File: src/rtl/master_spi_pkg.sv
// master_spi_pkg: shared definitions for the master_spi SPI master.
//   state_e              FSM state encoding (IDLE, LOW, HIGH, GAP)
//   DEFAULT_HALF_PERIOD  default system clocks per SCK half period
//   SPI_WIDTH            bits per transfer
package master_spi_pkg;

  typedef enum logic [1:0] {
    IDLE = 2'd0,
    LOW  = 2'd1,
    HIGH = 2'd2,
    GAP  = 2'd3
  } state_e;

  localparam int unsigned DEFAULT_HALF_PERIOD = 197;
  localparam int unsigned SPI_WIDTH           = 8;

endpackage

File: src/rtl/master_spi_prescaler.sv
// master_spi_prescaler: half-period counter for the SPI master.
//   clk          system clock, rising edge
//   rst          synchronous active-high reset
//   restart_i    holds the counter at 0 (used while the FSM is idle)
//   phase_end_o  one-cycle pulse in the last cycle of each half period
// The counter runs 0..HALF_PERIOD-1 and wraps on its own, so every phase
// change restarts it without extra control.
module master_spi_prescaler
  import master_spi_pkg::*;
#(
  parameter int unsigned HALF_PERIOD = DEFAULT_HALF_PERIOD
) (
  input  logic clk,
  input  logic rst,
  input  logic restart_i,
  output logic phase_end_o
);

  localparam int unsigned      CNT_W    = (HALF_PERIOD > 1) ? $clog2(HALF_PERIOD) : 1;
  localparam logic [CNT_W-1:0] CNT_LAST = CNT_W'(HALF_PERIOD - 1);

  logic [CNT_W-1:0] cnt_q;
  logic [CNT_W-1:0] cnt_d;

  always_comb begin
    cnt_d = cnt_q;
    if (restart_i || (cnt_q == CNT_LAST)) begin
      cnt_d = '0;
    end else begin
      cnt_d = cnt_q + CNT_W'(1);
    end
  end

  always_ff @(posedge clk) begin
    if (rst) begin
      cnt_q <= '0;
    end else begin
      cnt_q <= cnt_d;
    end
  end

  assign phase_end_o = (cnt_q == CNT_LAST) && !restart_i;

endmodule

File: src/rtl/master_spi.sv
// master_spi: single-byte SPI master, mode 0 (CPOL=0, CPHA=0), MSB first.
//   Clock    system clock, rising edge
//   Reset    synchronous active-high reset
//   Start_i  transfer request, sampled while Busy_o=0
//   Data_i   byte to transmit, captured on the accepting edge
//   Busy_o   high from the cycle after acceptance until Done_o
//   Done_o   one-cycle pulse at the end of a transfer
//   Data_o   byte received on MISO, updated with Done_o
//   CS_o     chip select, active low
//   SCK_o    serial clock, idles low
//   MOSI_o   serial data out
//   MISO_i   serial data in (used unsynchronized, stable at SCK fall)
// Build option: define MASTER_SPI_RX_EN to implement the receive path;
// without it MISO_i is ignored and Data_o is constant zero.
module master_spi
  import master_spi_pkg::*;
#(
  parameter int unsigned HALF_PERIOD = DEFAULT_HALF_PERIOD
) (
  input  logic                 Clock,
  input  logic                 Reset,
  input  logic                 Start_i,
  input  logic [SPI_WIDTH-1:0] Data_i,
  output logic                 Busy_o,
  output logic                 Done_o,
  output logic [SPI_WIDTH-1:0] Data_o,
  output logic                 CS_o,
  output logic                 SCK_o,
  output logic                 MOSI_o,
  input  logic                 MISO_i
);

  state_e               state_q, state_d;
  logic                 cs_q, cs_d;
  logic                 sck_q, sck_d;
  logic                 mosi_q, mosi_d;
  logic                 busy_q, busy_d;
  logic                 done_q, done_d;
  // Bit 7 goes straight to MOSI on acceptance, so only the remaining
  // seven bits are kept for shifting.
  logic [SPI_WIDTH-2:0] tx_q, tx_d;
  logic [2:0]           bit_q, bit_d;
  logic                 phase_end;

  master_spi_prescaler #(
    .HALF_PERIOD(HALF_PERIOD)
  ) u_prescaler (
    .clk        (Clock),
    .rst        (Reset),
    .restart_i  (state_q == IDLE),
    .phase_end_o(phase_end)
  );

  always_comb begin
    state_d = state_q;
    cs_d    = cs_q;
    sck_d   = sck_q;
    mosi_d  = mosi_q;
    busy_d  = busy_q;
    done_d  = 1'b0;
    tx_d    = tx_q;
    bit_d   = bit_q;
    unique case (state_q)
      IDLE: begin
        if (Start_i && !busy_q) begin
          tx_d    = Data_i[SPI_WIDTH-2:0];
          bit_d   = 3'd7;
          mosi_d  = Data_i[SPI_WIDTH-1];
          cs_d    = 1'b0;
          busy_d  = 1'b1;
          state_d = LOW;
        end
      end
      LOW: begin
        if (phase_end) begin
          sck_d   = 1'b1;
          state_d = HIGH;
        end
      end
      HIGH: begin
        if (phase_end) begin
          sck_d = 1'b0;
          if (bit_q != 3'd0) begin
            bit_d   = bit_q - 3'd1;
            mosi_d  = tx_q[SPI_WIDTH-2];
            tx_d    = {tx_q[SPI_WIDTH-3:0], 1'b0};
            state_d = LOW;
          end else begin
            cs_d    = 1'b1;
            mosi_d  = 1'b0;
            state_d = GAP;
          end
        end
      end
      GAP: begin
        if (phase_end) begin
          done_d  = 1'b1;
          busy_d  = 1'b0;
          state_d = IDLE;
        end
      end
      default: state_d = IDLE;
    endcase
  end

  always_ff @(posedge Clock) begin
    if (Reset) begin
      state_q <= IDLE;
      cs_q    <= 1'b1;
      sck_q   <= 1'b0;
      mosi_q  <= 1'b0;
      busy_q  <= 1'b0;
      done_q  <= 1'b0;
      tx_q    <= '0;
      bit_q   <= '0;
    end else begin
      state_q <= state_d;
      cs_q    <= cs_d;
      sck_q   <= sck_d;
      mosi_q  <= mosi_d;
      busy_q  <= busy_d;
      done_q  <= done_d;
      tx_q    <= tx_d;
      bit_q   <= bit_d;
    end
  end

`ifdef MASTER_SPI_RX_EN
  logic                 sample_rx;
  logic                 load_data;
  logic [SPI_WIDTH-1:0] rx_q, rx_d;
  logic [SPI_WIDTH-1:0] data_q, data_d;

  // MISO is taken on the edge that ends HIGH, i.e. together with SCK fall.
  assign sample_rx = (state_q == HIGH) && phase_end;
  assign load_data = (state_q == GAP) && phase_end;

  always_comb begin
    rx_d   = rx_q;
    data_d = data_q;
    if (sample_rx) begin
      rx_d = {rx_q[SPI_WIDTH-2:0], MISO_i};
    end
    if (load_data) begin
      data_d = rx_q;
    end
  end

  always_ff @(posedge Clock) begin
    if (Reset) begin
      rx_q   <= '0;
      data_q <= '0;
    end else begin
      rx_q   <= rx_d;
      data_q <= data_d;
    end
  end

  assign Data_o = data_q;
`else
  logic unused_miso;
  assign unused_miso = MISO_i;
  assign Data_o      = '0;
`endif

  assign CS_o   = cs_q;
  assign SCK_o  = sck_q;
  assign MOSI_o = mosi_q;
  assign Busy_o = busy_q;
  assign Done_o = done_q;

endmodule

File: config.mk
export PLATFORM = sky130hd
export DESIGN_NAME = master_spi
export DESIGN_NICKNAME = d
export VERILOG_FILES = /design/src/rtl/master_spi_pkg.sv /design/src/rtl/master_spi_prescaler.sv /design/src/rtl/master_spi.sv
export SDC_FILE = /design/constraint.sdc
export NUM_CORES = 1
export LEC_CHECK = 0
export CELL_PAD_IN_SITES_DETAIL_PLACEMENT = 0
export CELL_PAD_IN_SITES_GLOBAL_PLACEMENT = 1
export CORE_MARGIN = 3
export CORE_UTILIZATION = 43
export CTS_BUF_LIST = sky130_fd_sc_hd__clkbuf_2 sky130_fd_sc_hd__clkbuf_4 sky130_fd_sc_hd__clkbuf_8
export DETAILED_ROUTE_END_ITERATION = 10
export DONT_BUFFER_PORTS = 1
export HOLD_SLACK_MARGIN = 0.02
export PLACE_DENSITY_LB_ADDON = 0.15
export RECOVER_POWER = 50
export SKIP_CTS_REPAIR_TIMING = 1
export SLEW_MARGIN = 20
export SYNTH_ARGS = -nofsm -noshare
export SYNTH_HDL_FRONTEND = slang
export SYNTH_HIERARCHICAL = 1
export SYNTH_SLANG_ARGS = --single-unit
File: constraint.sdc
create_clock -name Clock -period 2 [get_ports Clock]
set_input_delay 0.4 -clock Clock [delete_from_list [all_inputs] [get_ports Clock]]
set_output_delay 0.4 -clock Clock [all_outputs]
set_load 0.02 [all_outputs]
==> results_tabular.tex, run 1 <==
\begin{tabular}{lr}
\hline
Metric & Value \\
\hline
\multicolumn{2}{l}{\textbf{Synth}} \\
Synth Area in XOR/XNOR & 2.08\% \\
Portion of netlist area occupied by mux cells & 0\% \\
Warnings from Yosys & 6 \\
Largest family of logic cells by synthesized area & simple AND/OR/NAND/NOR gates \\
Post-Syn Area per Cell & 8.67 sq um \\
Number of distinct library cell variants in the gate-level netlist after synthesis & 38 \\
Synthesized-area fraction occupied by ao, oa, aoi and oai cells & 19.7\% \\
Mapped cell area & 0.00127 sq mm \\
Cell type contributing the most total cell area after synthesis & sky130\_fd\_sc\_hd\_\_dfxtp\_1 \\
Synthesized-area fraction occupied by adder cells & 3.95\% \\
Share of synthesized cell area in and, or, nand and nor gates & 24.6\% \\
Number of cells produced by synthesis & 146 \\
Leading cell types by total area after synthesis & sky130\_fd\_sc\_hd\_\_dfxtp\_1 40\%, sky130\_fd\_sc\_hd\_\_nand2\_1 6.2\%, sky130\_fd\_sc\_hd\_\_nor2\_1 5.6\%, sky130\_fd\_sc\_hd\_\_buf\_4 4.7\%, sky130\_fd\_sc\_hd\_\_a311oi\_1 4.2\% \\
Synthesis-stage register bit count & 25 \\
Sequential element share of the synthesized area & 39.5\% \\
Proportion of netlist area held by the largest area contributor & 39.5\% \\
\multicolumn{2}{l}{\textbf{CTS}} \\
Clock Latency Late Sink & 330 ps \\
TritonCTS Sinks & 25 \\
Cts bufs inserted & 3 \\
CTS Root Cell & sky130\_fd\_sc\_hd\_\_clkbuf\_4 \\
Clock Pin Slew Worst Setup and Hold Paths & 160 ps \\
\# H-tree levels & 1 \\
TritonCTS clock tree & yes \\
Worst-case clock buffer depth & 2 \\
\multicolumn{2}{l}{\textbf{Worst setup path}} \\
Critical Path Source Type & register \\
Launch point of the critical path & u\_prescaler/cnt\_q[0] \\
Worst Reg-to-Reg Cells & 9 \\
Crit path required time & 2240 ps \\
Critical Path Sink Type & register \\
Worst setup slack for register-to-register paths & 180 ps \\
Worst flop-to-flop path startpoint & u\_prescaler/cnt\_q[0] \\
Max Fanout on Critical Path & 5 \\
Crit Reg-Reg Endpoint & CS\_o \\
Critical path arrival & 2070 ps \\
Path type of the worst setup path & reg -> reg \\
\multicolumn{2}{l}{\textbf{Worst hold path}} \\
Hold endpoint & tx\_q[3] \\
Number of cells on the worst hold path & 1 \\
Min-delay worst type & in -> reg \\
Hold wc startpoint & Reset \\
\multicolumn{2}{l}{\textbf{Cells and area}} \\
Area grow syn2layout & 4.84\% \\
Most frequent cells in the layout & 25 x sky130\_fd\_sc\_hd\_\_dfxtp\_1, 20 x sky130\_fd\_sc\_hd\_\_nand2\_1, 19 x sky130\_fd\_sc\_hd\_\_nor2\_1 \\
Number of filler instances in the final layout & 288 \\
Most frequent standard cell in the layout excluding fill and tap cells & sky130\_fd\_sc\_hd\_\_dfxtp\_1 \\
Final Net Count & 169 \\
Number of antenna diodes & 0 \\
Final standard cell area without fillers & 0.00133 sq mm \\
Ratio of cells with drive above 1 in the final layout & 13.8\% \\
\multicolumn{2}{l}{\textbf{Floorplanning}} \\
Die area & 0.00363 sq mm \\
Vertical die dimension & 60.3 um \\
Number of I/O pins & 25 \\
Number of placement rows & 19 \\
Starting density of the core & 45.5\% \\
Die Width & 60.3 um \\
Core Area & 0.00278 sq mm \\
\multicolumn{2}{l}{\textbf{Route}} \\
Total Wirelength & 2.34 mm \\
Antenna violation net count after detailed routing & 0 \\
Total number of vias & 995 \\
Routed via count divided by cell count & 5.44 \\
Initial detailed-routing violation count & 79 \\
Post-DR wirelength/cell & 12.8 um \\
Drt pass-1 iters & 4 \\
DRC violations left & 0 \\
\multicolumn{2}{l}{\textbf{Placed design}} \\
Post-DP HPWL & 1.65 mm \\
Minimum setup slack after placement & 140 ps \\
Final estimated routing congestion in global placement & 0.764 \\
Count of input and output buffers & 0 \\
DP Area & 0.00131 sq mm \\
\multicolumn{2}{l}{\textbf{STA}} \\
Number of pins exceeding their max-slew limit in the final report & 0 \\
Number of setup violations in the final report & 0 \\
Number of failing hold endpoints at the final stage & 0 \\
Worst clock skew & 12.3 ps \\
FMAX & 548 MHz \\
Post-route setup slack & 177 ps \\
Final-layout setup total negative slack & 0 ps \\
Setup repair after global routing missed its margin & no \\
Crit share post-route & 91.2\% \\
Minimum period implied by the final worst setup slack & 1820 ps \\
\multicolumn{2}{l}{\textbf{Global route}} \\
Overall routing resource usage & 14.6\% \\
Largest net degree at the start of global routing & 19 \\
Number of global-route vias before repair & 891 \\
Antenna violations before repair & 0 \\
Wire length of the first global-routing pass & 3.97 mm \\
GRT overflow & 0 \\
\multicolumn{2}{l}{\textbf{Pwr}} \\
P\_leak & 0.489 nW \\
Power per Cell Area & 699 mW/mm\^{}2 \\
Worst IR Drop VDD & 0.000567 V \\
\multicolumn{2}{l}{\textbf{Status}} \\
Run status & finished, final reports clean \\
\multicolumn{2}{l}{\textbf{Job}} \\
Max cap viols & 0 \\
\hline
\end{tabular}
[cell usage after synthesis]
cell                        number
sky130_fd_sc_hd__clkbuf_1        3
sky130_fd_sc_hd__nor3b_1         1
sky130_fd_sc_hd__nor2_1         19
sky130_fd_sc_hd__and4b_2         1
sky130_fd_sc_hd__nand3_1         6
sky130_fd_sc_hd__nand3b_1        1
sky130_fd_sc_hd__and4bb_1        1
sky130_fd_sc_hd__xor2_1          2
sky130_fd_sc_hd__inv_1           7
sky130_fd_sc_hd__a21oi_1         6
sky130_fd_sc_hd__nand2b_1        2
sky130_fd_sc_hd__xnor2_1         1
sky130_fd_sc_hd__a311o_4         1
sky130_fd_sc_hd__nand4b_1        1
sky130_fd_sc_hd__dfxtp_1        25
sky130_fd_sc_hd__a211oi_1        1
sky130_fd_sc_hd__nand4_1         1
sky130_fd_sc_hd__a41oi_1         1
sky130_fd_sc_hd__a311oi_1        6
sky130_fd_sc_hd__or3_1           3
sky130_fd_sc_hd__a2bb2oi_1       1
sky130_fd_sc_hd__a21oi_4         1
sky130_fd_sc_hd__or4b_4          1
sky130_fd_sc_hd__or2b_1          1
sky130_fd_sc_hd__buf_6           2
sky130_fd_sc_hd__and4bb_2        1
sky130_fd_sc_hd__nor2b_1         2
sky130_fd_sc_hd__conb_1          1
sky130_fd_sc_hd__o21a_1          1
sky130_fd_sc_hd__buf_2           1
sky130_fd_sc_hd__a311oi_2        2
sky130_fd_sc_hd__nand2_1        21
sky130_fd_sc_hd__o21ai_0         5
sky130_fd_sc_hd__ha_1            4
sky130_fd_sc_hd__a21oi_2         3
sky130_fd_sc_hd__a31oi_1         1
sky130_fd_sc_hd__buf_4           8
sky130_fd_sc_hd__a221o_1         1
[where the power goes]
part | internal [mW] | switching (mW)
logic | 0.0557 | 0.0737
registers | 0.528 | 0.0281
clock network | 0.0765 | 0.166
[layer usage]
layer,part of all wire (%),vias to the layer above,GRT usage [%]
li1,-,505,-
met1,51,467,19.1
met2,45,21,22.7
met3,3.2,2,3.24
met4,1.2,0,6.65
met5,0,-,0
[area by class of cell]
cell class                      count  area, sq um  area share, %
Multi-Input combinational cell    107          656           49.4
Sequential cell                    25          500           37.7
Timing Repair Buffer                9         76.3           5.75
Inverter                            7         26.3           1.98
Clock buffer                        3         22.5           1.70
Clock inverter                      1         7.51          0.566
Tap cell                           31         38.8           2.92
[logic make-up after synthesis]
kind of cell / after synthesis
simple gates: 62
compound gates: 30
flops: 25
buf+inv: 21
fa+ha+maj: 4
xor+xnor: 3
other cells: 1
[per-stage QoR]
stage | power, mW | hold WS [ps] | std cells | utilization [%]
CTS | 0.938 | 100 | 182 | 48.0
floorplan | 0.688 | 446 | 153 | -
global placement | 0.694 | 453 | 178 | 46.9
detailed placement | 0.698 | 453 | 178 | 46.9
finish | 0.928 | 112 | 183 | 47.7
global route | 0.982 | 85.7 | 183 | 47.7
[critical path, cell delays in order (launching register included)]
cell and delay [ps]:
sky130_fd_sc_hd__dfxtp_1 340, sky130_fd_sc_hd__inv_1 50, sky130_fd_sc_hd__ha_1 120, sky130_fd_sc_hd__and4bb_1 210
sky130_fd_sc_hd__and4b_2 240, sky130_fd_sc_hd__nand3b_1 150, sky130_fd_sc_hd__buf_4 180, sky130_fd_sc_hd__nand2_2 100
sky130_fd_sc_hd__nand2_1 70, sky130_fd_sc_hd__a221o_1 280
[sequential cells by signal, summed over array words and instances (netlist names)]
name and cells:
state_q 2, bit_q 3, Done_o 1, tx_q 7
MOSI_o 1, SCK_o 1, Busy_o 1, CS_o 1
u_prescaler/cnt_q 8
[how the worst max path moves through the flow]
stage	to	depth (start not counted)
CTS	tx_q[2]	9
detailed placement	tx_q[2]	9
finish	CS_o	9
global placement	tx_q[3]	9
global route	bit_q[1]	9
floorplan	tx_q[3]	9
Power figures use the tool's default switching activity.
==> run 2, diff against run 1 <==
--- a/config.mk
+++ b/config.mk
@@ -10,6 +10,7 @@
 export CORE_MARGIN = 3
 export CORE_UTILIZATION = 43
 export CTS_BUF_LIST = sky130_fd_sc_hd__clkbuf_2 sky130_fd_sc_hd__clkbuf_4 sky130_fd_sc_hd__clkbuf_8
+export CTS_CLUSTER_SIZE = 20
 export DETAILED_ROUTE_END_ITERATION = 10
 export DONT_BUFFER_PORTS = 1
 export HOLD_SLACK_MARGIN = 0.02
==> results of run 2 <==
The final DEF is identical to that of run 1; final timing and power are the same.
